`src/rtl/systolic_array_os.sv`:
```
// Output-stationary ROWS x COLS systolic matrix multiplier.
// C[r][c] = sum_k A[r][k]*B[k][c]. Operands are skewed internally and the
// array is flushed by a control FSM. Results then drain one row per beat.
// Optional build macro SYSTOLIC_SAT_EN: saturating, sticky accumulators.
// Without the macro, accumulators wrap in two's complement.
module systolic_array_os #(
  parameter int ROWS  = 2,
  parameter int COLS  = 2,
  parameter int W     = 8,
  parameter int ACC_W = 16,
  parameter int KW    = 8
) (
  input  logic                                     clk,
  input  logic                                     rst,
  input  logic                                     start,
  input  logic [KW-1:0]                            k_len,
  input  logic                                     in_valid,
  output logic                                     in_ready,
  input  logic [ROWS*W-1:0]                        a_in,
  input  logic [COLS*W-1:0]                        b_in,
  output logic                                     out_valid,
  input  logic                                     out_ready,
  output logic [COLS*ACC_W-1:0]                    out_data,
  output logic [((ROWS > 1) ? $clog2(ROWS) : 1)-1:0] out_row,
  output logic                                     busy,
  output logic                                     done
);

  localparam int RW  = (ROWS > 1) ? $clog2(ROWS) : 1;
  localparam int NFL = ROWS + COLS - 1;
  localparam int FW  = $clog2(NFL + 1);

  typedef enum logic [1:0] {S_IDLE, S_LOAD, S_FLUSH, S_DRAIN} state_e;

  state_e         state_q, state_d;
  logic [KW-1:0]  k_cnt_q, k_cnt_d;
  logic [FW-1:0]  fl_cnt_q, fl_cnt_d;
  logic [RW-1:0]  out_row_q, out_row_d;
  logic           done_q, done_d;
  logic           clr_acc_s, adv_s, beat_s, acc_en_s;

  logic signed [W-1:0]     a_edge_s [ROWS];
  logic                    a_edge_v_s [ROWS];
  logic signed [W-1:0]     b_edge_s [COLS];
  logic                    b_edge_v_s [COLS];
  logic signed [W-1:0]     a_q [ROWS][COLS];
  logic signed [W-1:0]     b_q [ROWS][COLS];
  logic                    va_q [ROWS][COLS];
  logic                    vb_q [ROWS][COLS];
  logic signed [W-1:0]     pe_a_s [ROWS][COLS];
  logic signed [W-1:0]     pe_b_s [ROWS][COLS];
  logic                    pe_va_s [ROWS][COLS];
  logic                    pe_vb_s [ROWS][COLS];
  logic signed [ACC_W-1:0] acc_q [ROWS][COLS];
  logic signed [ACC_W-1:0] acc_sum_s [ROWS][COLS];

  // Full 2W-bit signed product, sign-extended to the accumulator width.
  function automatic logic signed [ACC_W-1:0] prod_f(input logic signed [W-1:0] a,
                                                     input logic signed [W-1:0] b);
    logic signed [2*W-1:0] p;
    p = (2*W)'(a) * (2*W)'(b);
    return ACC_W'(p);
  endfunction

`ifdef SYSTOLIC_SAT_EN
  logic sat_q [ROWS][COLS];
  logic ovf_s [ROWS][COLS];

  // Returns {overflow, clamped sum}; overflow when both addends share a sign
  // that the raw sum does not.
  function automatic logic [ACC_W:0] sat_add_f(input logic signed [ACC_W-1:0] acc,
                                               input logic signed [ACC_W-1:0] p);
    logic signed [ACC_W-1:0] s;
    logic                    ovf;
    s   = acc + p;
    ovf = (acc[ACC_W-1] == p[ACC_W-1]) && (s[ACC_W-1] != acc[ACC_W-1]);
    if (ovf) begin
      s = acc[ACC_W-1] ? {1'b1, {(ACC_W-1){1'b0}}} : {1'b0, {(ACC_W-1){1'b1}}};
    end else begin
      s = s;
    end
    return {ovf, s};
  endfunction
`endif

  assign adv_s    = (state_q != S_IDLE);
  assign beat_s   = (state_q == S_LOAD) && in_valid;
  assign acc_en_s = (state_q == S_LOAD) || (state_q == S_FLUSH);

  // A skew: row r is delayed r cycles; idle cycles inject zero with a low tag.
  for (genvar gr = 0; gr < ROWS; gr++) begin : g_askew
    logic signed [W-1:0] a_inj_s;
    assign a_inj_s = beat_s ? a_in[gr*W +: W] : '0;
    if (gr == 0) begin : g_direct
      assign a_edge_s[gr]   = a_inj_s;
      assign a_edge_v_s[gr] = beat_s;
    end else begin : g_dl
      logic signed [W-1:0] dl_q [gr];
      logic                dl_v_q [gr];
      // Shift the operand and its tag one stage per active cycle.
      always_ff @(posedge clk or posedge rst) begin
        if (rst) begin
          for (int i = 0; i < gr; i++) begin
            dl_q[i]   <= '0;
            dl_v_q[i] <= 1'b0;
          end
        end else if (adv_s) begin
          dl_q[0]   <= a_inj_s;
          dl_v_q[0] <= beat_s;
          for (int i = 1; i < gr; i++) begin
            dl_q[i]   <= dl_q[i-1];
            dl_v_q[i] <= dl_v_q[i-1];
          end
        end
      end
      assign a_edge_s[gr]   = dl_q[gr-1];
      assign a_edge_v_s[gr] = dl_v_q[gr-1];
    end
  end

  // B skew: column c is delayed c cycles.
  for (genvar gc = 0; gc < COLS; gc++) begin : g_bskew
    logic signed [W-1:0] b_inj_s;
    assign b_inj_s = beat_s ? b_in[gc*W +: W] : '0;
    if (gc == 0) begin : g_direct
      assign b_edge_s[gc]   = b_inj_s;
      assign b_edge_v_s[gc] = beat_s;
    end else begin : g_dl
      logic signed [W-1:0] dl_q [gc];
      logic                dl_v_q [gc];
      // Shift the operand and its tag one stage per active cycle.
      always_ff @(posedge clk or posedge rst) begin
        if (rst) begin
          for (int i = 0; i < gc; i++) begin
            dl_q[i]   <= '0;
            dl_v_q[i] <= 1'b0;
          end
        end else if (adv_s) begin
          dl_q[0]   <= b_inj_s;
          dl_v_q[0] <= beat_s;
          for (int i = 1; i < gc; i++) begin
            dl_q[i]   <= dl_q[i-1];
            dl_v_q[i] <= dl_v_q[i-1];
          end
        end
      end
      assign b_edge_s[gc]   = dl_q[gc-1];
      assign b_edge_v_s[gc] = dl_v_q[gc-1];
    end
  end

  // PE operand inputs: west edge / east-moving register for a, north edge / south-moving for b.
  always_comb begin
    for (int r = 0; r < ROWS; r++) begin
      pe_a_s[r][0]  = a_edge_s[r];
      pe_va_s[r][0] = a_edge_v_s[r];
      for (int c = 1; c < COLS; c++) begin
        pe_a_s[r][c]  = a_q[r][c-1];
        pe_va_s[r][c] = va_q[r][c-1];
      end
    end
    for (int c = 0; c < COLS; c++) begin
      pe_b_s[0][c]  = b_edge_s[c];
      pe_vb_s[0][c] = b_edge_v_s[c];
      for (int r = 1; r < ROWS; r++) begin
        pe_b_s[r][c]  = b_q[r-1][c];
        pe_vb_s[r][c] = vb_q[r-1][c];
      end
    end
  end

  // Candidate accumulator value for every PE.
  always_comb begin
    for (int r = 0; r < ROWS; r++) begin
      for (int c = 0; c < COLS; c++) begin
`ifdef SYSTOLIC_SAT_EN
        {ovf_s[r][c], acc_sum_s[r][c]} = sat_add_f(acc_q[r][c], prod_f(pe_a_s[r][c], pe_b_s[r][c]));
`else
        acc_sum_s[r][c] = acc_q[r][c] + prod_f(pe_a_s[r][c], pe_b_s[r][c]);
`endif
      end
    end
  end

  // PE registers: operands move every active cycle; tagged products accumulate in LOAD/FLUSH.
  always_ff @(posedge clk or posedge rst) begin
    if (rst) begin
      for (int r = 0; r < ROWS; r++) begin
        for (int c = 0; c < COLS; c++) begin
          a_q[r][c]   <= '0;
          b_q[r][c]   <= '0;
          va_q[r][c]  <= 1'b0;
          vb_q[r][c]  <= 1'b0;
          acc_q[r][c] <= '0;
`ifdef SYSTOLIC_SAT_EN
          sat_q[r][c] <= 1'b0;
`endif
        end
      end
    end else begin
      for (int r = 0; r < ROWS; r++) begin
        for (int c = 0; c < COLS; c++) begin
          if (adv_s) begin
            a_q[r][c]  <= pe_a_s[r][c];
            b_q[r][c]  <= pe_b_s[r][c];
            va_q[r][c] <= pe_va_s[r][c];
            vb_q[r][c] <= pe_vb_s[r][c];
          end
          if (clr_acc_s) begin
            acc_q[r][c] <= '0;
`ifdef SYSTOLIC_SAT_EN
            sat_q[r][c] <= 1'b0;
`endif
          end else if (acc_en_s && pe_va_s[r][c] && pe_vb_s[r][c]) begin
`ifdef SYSTOLIC_SAT_EN
            if (!sat_q[r][c]) begin
              acc_q[r][c] <= acc_sum_s[r][c];
              sat_q[r][c] <= ovf_s[r][c];
            end
`else
            acc_q[r][c] <= acc_sum_s[r][c];
`endif
          end
        end
      end
    end
  end

  // Control state and counters.
  always_ff @(posedge clk or posedge rst) begin
    if (rst) begin
      state_q   <= S_IDLE;
      k_cnt_q   <= '0;
      fl_cnt_q  <= '0;
      out_row_q <= '0;
      done_q    <= 1'b0;
    end else begin
      state_q   <= state_d;
      k_cnt_q   <= k_cnt_d;
      fl_cnt_q  <= fl_cnt_d;
      out_row_q <= out_row_d;
      done_q    <= done_d;
    end
  end

  // Next-state logic: IDLE -> LOAD (or FLUSH when k_len is 0) -> FLUSH -> DRAIN -> IDLE.
  always_comb begin
    state_d   = state_q;
    k_cnt_d   = k_cnt_q;
    fl_cnt_d  = fl_cnt_q;
    out_row_d = out_row_q;
    done_d    = 1'b0;
    clr_acc_s = 1'b0;
    case (state_q)
      S_IDLE: begin
        if (start) begin
          clr_acc_s = 1'b1;
          k_cnt_d   = k_len;
          if (k_len == KW'(0)) begin
            state_d  = S_FLUSH;
            fl_cnt_d = FW'(NFL);
          end else begin
            state_d  = S_LOAD;
          end
        end else begin
          state_d = S_IDLE;
        end
      end
      S_LOAD: begin
        if (beat_s) begin
          k_cnt_d = k_cnt_q - KW'(1);
          if (k_cnt_q == KW'(1)) begin
            state_d  = S_FLUSH;
            fl_cnt_d = FW'(NFL);
          end else begin
            state_d  = S_LOAD;
          end
        end else begin
          state_d = S_LOAD;
        end
      end
      S_FLUSH: begin
        fl_cnt_d = fl_cnt_q - FW'(1);
        if (fl_cnt_q == FW'(1)) begin
          state_d   = S_DRAIN;
          out_row_d = '0;
        end else begin
          state_d = S_FLUSH;
        end
      end
      S_DRAIN: begin
        if (out_ready) begin
          if (out_row_q == RW'(ROWS-1)) begin
            state_d   = S_IDLE;
            out_row_d = '0;
            done_d    = 1'b1;
          end else begin
            out_row_d = out_row_q + RW'(1);
          end
        end else begin
          out_row_d = out_row_q;
        end
      end
      default: begin
        state_d = S_IDLE;
      end
    endcase
  end

  // Present the selected, frozen accumulator row while draining.
  always_comb begin
    out_data = '0;
    if (state_q == S_DRAIN) begin
      for (int c = 0; c < COLS; c++) begin
        out_data[c*ACC_W +: ACC_W] = acc_q[out_row_q][c];
      end
    end else begin
      out_data = '0;
    end
  end

  assign in_ready  = (state_q == S_LOAD);
  assign out_valid = (state_q == S_DRAIN);
  assign busy      = (state_q != S_IDLE);
  assign out_row   = out_row_q;
  assign done      = done_q;

endmodule

```
`config.mk`:
```
export PLATFORM = sky130hd
export DESIGN_NAME = systolic_array_os
export DESIGN_NICKNAME = d
export VERILOG_FILES = /design/src/rtl/systolic_array_os.sv
export SDC_FILE = /design/constraint.sdc
export NUM_CORES = 1
export LEC_CHECK = 0
export ABC_AREA = 1
export CORE_MARGIN = 8
export CORE_UTILIZATION = 60
export DETAILED_ROUTE_END_ITERATION = 6
export PLACE_DENSITY = 0.79
export SETUP_SLACK_MARGIN = 0.02
export SYNTH_ARGS = -nofsm -noshare
export SYNTH_HDL_FRONTEND = slang
export SYNTH_SLANG_ARGS = --single-unit
```
`constraint.sdc`:
```
create_clock -name clk -period 6.2 [get_ports clk]
set_input_delay 1.55 -clock clk [delete_from_list [all_inputs] [get_ports clk]]
set_output_delay 1.55 -clock clk [all_outputs]
set_load 0.01 [all_outputs]
```
==> impl_metrics.tcl, run 1 <==
set metrics [dict create \
    status "complete, no violations" \
    synth_cell_types 37 \
    cts_setup_buffers 0 \
    worst_pin_slew_ns 1.26 \
    path_max_fanout 3 \
    fin_area_sq_um 20200 \
    fin_ws_ns 0.355 \
    dieArea_sq_um 35700 \
    cpPeakStageDelay_ns 0.55 \
    drv_slew 0 \
    track_usage 0.271 \
    post_dp_cell_area_sq_um 19600 \
    crit_chain "clkdlybuf4s50_1 -> inv_1 -> nor2_1 -> nand2_1 -> fa_1 -> fa_1 -> inv_1 -> fa_1 -> fa_1 -> inv_1 -> fa_1 -> inv_1 -> ha_1 -> inv_1 -> nor3_2 -> nand2_1 -> nand3_1 -> a21oi_1 -> inv_1 -> nand2_1 -> nand3_1 -> nand2_1" \
    dp.cells 2740 \
    cp.required_ns 6.54 \
    nNetsFinal 2854 \
    num_io_pins 82 \
    cp_common_cell "inv_1" \
    synth_top_area_frac 0.317 \
    power_density_nw_per_um2 363 \
    reg2reg_slack_ns 1.01 \
    ir_drop_mv 0.263 \
    place.gp.congestion 0.903 \
    fin_skew_ns 0.0141 \
    synth-seq-cells 128 \
    routed_wl_um 46300 \
    viasPerCell 5.33 \
    cts_tree "done" \
    async_flop_share 1.00 \
    dr.first_iter.drc_count 902 \
    critPathArrivalTime_ns 6.19 \
    r2r-start "g_bskew[1].g_dl.dl_q[0]" \
    holdCritPathClass "register to register" \
    finalSetupViolCount 0 \
    synth_fa_ha_area_frac 0.425 \
    fmax_mhz 171 \
    cp_top_family "adder cells" \
    synth.largest_area_cell "fa_1" \
    core-area_sq_um 29600 \
    num_vias 14786 \
    port_buffers 81 \
    numCtsBuffers 17 \
    syn_inst 2261 \
    diodes 0 \
    leakagePower_uw 0.0112 \
    hold_depth 2 \
    clockRootBuffer "clkbuf_16" \
    fp-row-count 63 \
    cp_slowest_cell "fa_1" \
    start_util 0.607 \
    r2r_cells 16 \
    synth-edff-count 0 \
    area_delta_synth_final_pct 12.4 \
    wl_per_cell_um 16.7 \
    pre_cts_ws_ns -0.335 \
    synthTopCellsByArea "fa_1 32%, dfrtp_1 18%, inv_1 13%" \
    grt_pass1_wl_um 77500 \
    synthSimpleGateAreaFrac 0.163 \
    drc_errors 0 \
    cts_buffer_depth 2 \
    maxCapViolations 0 \
    dpl.hpwl_um 38100 \
    netlist_area_sq_um 17900 \
    path_buf_inv 7 \
    h-tree-depth 4 \
    synth_area_per_cell_sq_um 7.93 \
    crit_type "input port to register" \
    antenna_found_initial 1 \
    grt_pass1_vias 15914 \
    hold_viol_final 0 \
    setup_tns_ns 0 \
    first_pass_iters 5 \
    fin_crit_ns 5.85 \
    rsz0062_at_grt "false" \
    synth_warnings 0 \
    hold_start "acc_q[29]" \
    r2r_end "acc_q[46]" \
    muxShareOfSynthArea 0 \
    ys_seq_area_frac 0.179 \
    fin_crit_sh 0.943 \
    clock-sinks 128 \
    clkLatencyLatePin_ns 0.45 \
    die_y_um 189 \
    overflow 0 \
    cp-start-kind "input port" \
    drive_above_1_share 0.0596 \
    relSlewSlack 0.155 \
    synth-compound-area-share 0.0755 \
    syn-num-nets 2745 \
    clk_pin_slew_ns 0.07 \
    synthFlopType "dfrtp_1" \
    grt_max_degree 95 \
    crit_path_end_kind "register" \
    synth_top_family_by_area "adder cells" \
    die_w_um 189 \
    holdWs_ns 0.490 \
    fin_cells 2773 \
    ant_nets 0 \
    synth-xor-area-share 0.0117 \
    hold_end "acc_q[29]" \
]
## cells in the final DEF, fill, tap and decap left out, drive strengths merged, types with 56 or more instances in the layout
master,n
a21oi,56
buf,80
clkdlybuf4s50,80
dfrtp,128
fa,284
ha,155
inv,627
nand2,517
nand3,67
nor2,105
o21ai,133
## sequential cells by signal, summed over array words and instances (netlist names), 2 cells and up
name and flops:
b_q 16, pe_vb_s 2, a_q 16, acc_q 64
state_q 2, g_bskew.g_dl.dl_q 8, g_askew.g_dl.dl_q 8, fl_cnt_q 2
k_cnt_q 8
## synth_stat cells, types with 2 or more instances
| cell | instances |
|---|---|
| nor3_2 | 2 |
| or2_1 | 3 |
| nand3_1 | 66 |
| dfrtp_1 | 128 |
| o21ai_0 | 128 |
| xor2_1 | 16 |
| a31oi_1 | 4 |
| or2_2 | 10 |
| o21ai_1 | 5 |
| and3_1 | 2 |
| inv_1 | 617 |
| nor2_1 | 101 |
| o22ai_1 | 52 |
| a21oi_1 | 55 |
| ha_1 | 155 |
| inv_2 | 4 |
| nor3_1 | 9 |
| nand4_1 | 4 |
| nand3b_1 | 5 |
| fa_1 | 284 |
| a21boi_0 | 2 |
| nand2_1 | 515 |
| nor2_2 | 3 |
| xnor2_1 | 8 |
| o211ai_1 | 2 |
| buf_4 | 4 |
| buf_2 | 7 |
| clkbuf_1 | 61 |
## area by class of cell
cell class / count / area [sq um]
Clock buffer: 19 / 453
Clock inverter: 13 / 126
Fill cell: 2412 / 9400
Inverter: 621 / 2340
Multi-Input combinational cell: 1441 / 12100
Sequential cell: 128 / 3200
Tap cell: 390 / 488
Timing Repair Buffer: 161 / 1410
## power breakdown
group,switching (uW),internal [uW]
registers,461,1100
logic,2910,1830
clock network,437,580
## cells by family after synthesis
family | Yosys count
xor+xnor | 24
flops | 128
simple gates | 725
buf+inv | 693
fa+ha+maj | 439
compound gates | 252
## worst register-to-register path, cell delays in order, from the launching register on
cell     delay (ns)
dfrtp_1        0.61
nand2_1        0.42
inv_1          0.25
fa_1           0.47
fa_1           0.52
inv_1          0.05
fa_1           0.52
inv_1          0.05
fa_1           0.50
fa_1           0.42
ha_1           0.35
a21oi_1        0.20
nor2_1         0.10
o21ai_0        0.19
nand3_1        0.14
o21ai_0        0.21
nand2_1        0.07
## metrics by stage
| stage | util | total power, uW |
|---|---|---|
| 2_1_floorplan | - | 4830 |
| 3_3_place_gp | 0.662 | 6020 |
| 3_5_place_dp | 0.662 | 6220 |
| 4_1_cts | 0.681 | 7310 |
| 5_1_grt | 0.682 | 8130 |
| 6_report | 0.682 | 7310 |
## layer usage
| metal | routed length, um | part of all wire | GRT usage |
|---|---|---|---|
| met5 | 13 | 0.00028 | 0 |
| met4 | 2100 | 0.045 | 0.127 |
| met3 | 2700 | 0.058 | 0.0434 |
| met2 | 23200 | 0.50 | 0.473 |
| met1 | 18200 | 0.39 | 0.326 |
## worst max-delay path by stage
stage / end / slack, ns / depth (start not counted) / startpoint
floorplan: acc_q[58] / 0.05 / 22 / in_valid
global placement: acc_q[58] / -0.27 / 21 / in_valid
detailed placement: acc_q[61] / -0.33 / 23 / in_valid
CTS: acc_q[61] / 0.11 / 23 / in_valid
global route: acc_q[61] / 0.09 / 22 / a_in[4]
finish: acc_q[61] / 0.35 / 22 / a_in[4]
## what timing repair did
item,4_1_cts,5_1_grt
gates resized for setup,0,6
setup endpoints to repair,0,7
hold buffers,0,0
No activity file was read; power rests on OpenSTA's default activity.
==> run 2, diff against run 1 <==
--- a/config.mk
+++ b/config.mk
@@ -6,6 +6,7 @@
 export NUM_CORES = 1
 export LEC_CHECK = 0
 export ABC_AREA = 1
+export CAP_MARGIN = 15
 export CORE_MARGIN = 8
 export CORE_UTILIZATION = 60
 export DETAILED_ROUTE_END_ITERATION = 6
==> run 2 against run 1 <==
Effect of this change: via count up 0.11%; largest cell class unchanged; flip-flop and latch count unchanged; critical path depth down 2; critical path type unchanged; highest routed layer unchanged.
==> impl_metrics.tcl, run 2 (synthesis results as in run 1) <==
set metrics [dict create \
    fin_crit_sh 0.942 \
    largest_reg_flops 64 \
    p_seq_frac 0.213 \
    viasPerCell 5.34 \
    worst_pin_slew_ns 1.02 \
    switchingPower_uw 3810 \
    place.gp.congestion 0.903 \
    reg_top3 "acc_q (64), a_q (16), b_q (16)" \
    combPwrFrac 0.648 \
    regMostFlops "acc_q" \
    fin_skew_ns 0.0135 \
    pre_cts_ws_ns -0.335 \
    cp_slowest_cell "fa_1" \
    rsz0062_at_grt "false" \
    port_buffers 81 \
    die_w_um 189 \
    holdWs_ns 0.490 \
    core-area_sq_um 29600 \
    gr-usage-met1 0.326 \
    fmax_mhz 171 \
    power_density_nw_per_um2 363 \
    grt_max_degree 95 \
    clock-sinks 128 \
    grt_busiest_layer "met2" \
    cp_common_cell "fa_1" \
    use_met2 0.473 \
    fin_ws_ns 0.362 \
    dieArea_sq_um 35700 \
    fin_crit_ns 5.84 \
    relSlewSlack 0.315 \
    overflow 0 \
    final_common_cell "inv_1" \
    clkLatencyLatePin_ns 0.45 \
    crit_type "input port to register" \
    cpPeakStageDelay_ns 0.61 \
    clockRootBuffer "clkbuf_16" \
    ir_drop_mv 0.263 \
    wl_per_cell_um 16.7 \
    area_delta_synth_final_pct 12.4 \
    dr.first_iter.drc_count 949 \
    leakagePower_uw 0.0112 \
    internal-power_uw 3510 \
    ant_nets 0 \
    crit_chain "clkdlybuf4s50_1 -> inv_1 -> nor2_1 -> buf_4 -> nand2_1 -> fa_1 -> buf_4 -> fa_1 -> fa_1 -> inv_1 -> fa_1 -> ha_1 -> ha_1 -> a21oi_1 -> a21boi_0 -> nand3_1 -> inv_1 -> nand2_1 -> nand3_1 -> nand2_1" \
    clock_power_share 0.139 \
    cts_buffer_depth 2 \
    status "complete, no violations" \
    crit_path_end_kind "register" \
    drc_errors 0 \
    use_met3 0.0434 \
    diodes 0 \
    finalSetupViolCount 0 \
    cp-start-kind "input port" \
    antenna_found_initial 1 \
    first_pass_iters 6 \
    num_io_pins 82 \
    cp.required_ns 6.54 \
    final_cell_mix "616 x inv_1, 515 x nand2_1, 284 x fa_1" \
    start_util 0.607 \
    holdCritPathClass "register to register" \
    cts_tree "done" \
    critPathArrivalTime_ns 6.18 \
    p_sw_frac 0.521 \
    track_usage 0.271 \
    nNetsFinal 2855 \
    maxCapViolations 0 \
    setup_tns_ns 0 \
    h-tree-depth 4 \
    total_power_uw 7320 \
    path_max_fanout 4 \
    num_vias 14802 \
    drive_above_1_share 0.0600 \
    fp-row-count 63 \
    numCtsBuffers 17 \
    grt_pass1_wl_um 77500 \
    grt_pass1_vias 15914 \
    hold_viol_final 0 \
    drv_slew 0 \
    dpl.hpwl_um 38100 \
    die_y_um 189 \
    routed_wl_um 46300 \
    clk_pin_slew_ns 0.07 \
]
run 2: stage by stage:
step,util,area [sq um],instances
4_1_cts,0.681,20100,2772
2_1_floorplan,-,17900,2261
6_report,0.682,20200,2774
3_3_place_gp,0.662,19600,2740
3_5_place_dp,0.662,19600,2740
5_1_grt,0.682,20200,2774
run 2: path summary, 6_finish.rpt:
kind	start	to	slack (ns)	cells after the start
setup / recovery	a_in[7]	acc_q[63]	0.36	20
hold / removal	acc_q[29]	acc_q[29]	0.49	2
setup reg to reg	g_bskew[1].g_dl.dl_q[0]	acc_q[47]	1.02	20
hold reg to reg	acc_q[29]	acc_q[29]	0.49	2
max in group asynchronous	rst	acc_q[55]	3.52	3
min in group asynchronous	rst	k_cnt_q[4]	1.68	2
run 2: final cells by class:
type / instances / area (sq um)
multi-input cells: 1441 / 12100
fillers: 2408 / 9390
flip-flops and latches: 128 / 3200
inverters: 621 / 2340
repair buffers: 162 / 1430
well taps: 390 / 488
clock buffers: 19 / 453
clock inverters: 13 / 126
run 2: power groups by stage:
stage | sequential (uW) | combinational, uW | clock (uW)
2_1_floorplan | 1210 | 3620 | 0
3_3_place_gp | 1550 | 4480 | 0
3_5_place_dp | 1560 | 4670 | 0
4_1_cts | 1550 | 4730 | 1020
5_1_grt | 1600 | 5470 | 1060
6_report | 1560 | 4740 | 1020
run 2: timing repair:
item	CTS	global route
gates resized for setup	0	6
buffers inserted	0	0
hold buffers	0	0
setup endpoints to repair	0	7
run 2: critical path, delay by kind of cell:
family | cells | cell delay [ns]
fa+ha+maj | 6 | 2.72
buf+inv | 6 | 1.00
simple gates | 6 | 0.55
compound gates | 2 | 0.37
run 2: routing by layer:
| layer | up-vias | routed length, um |
|---|---|---|
| met5 | - | 13 |
| met4 | 2 | 2080 |
| met3 | 126 | 2820 |
| met2 | 490 | 23200 |
| met1 | 7263 | 18200 |
| li1 | 6921 | - |
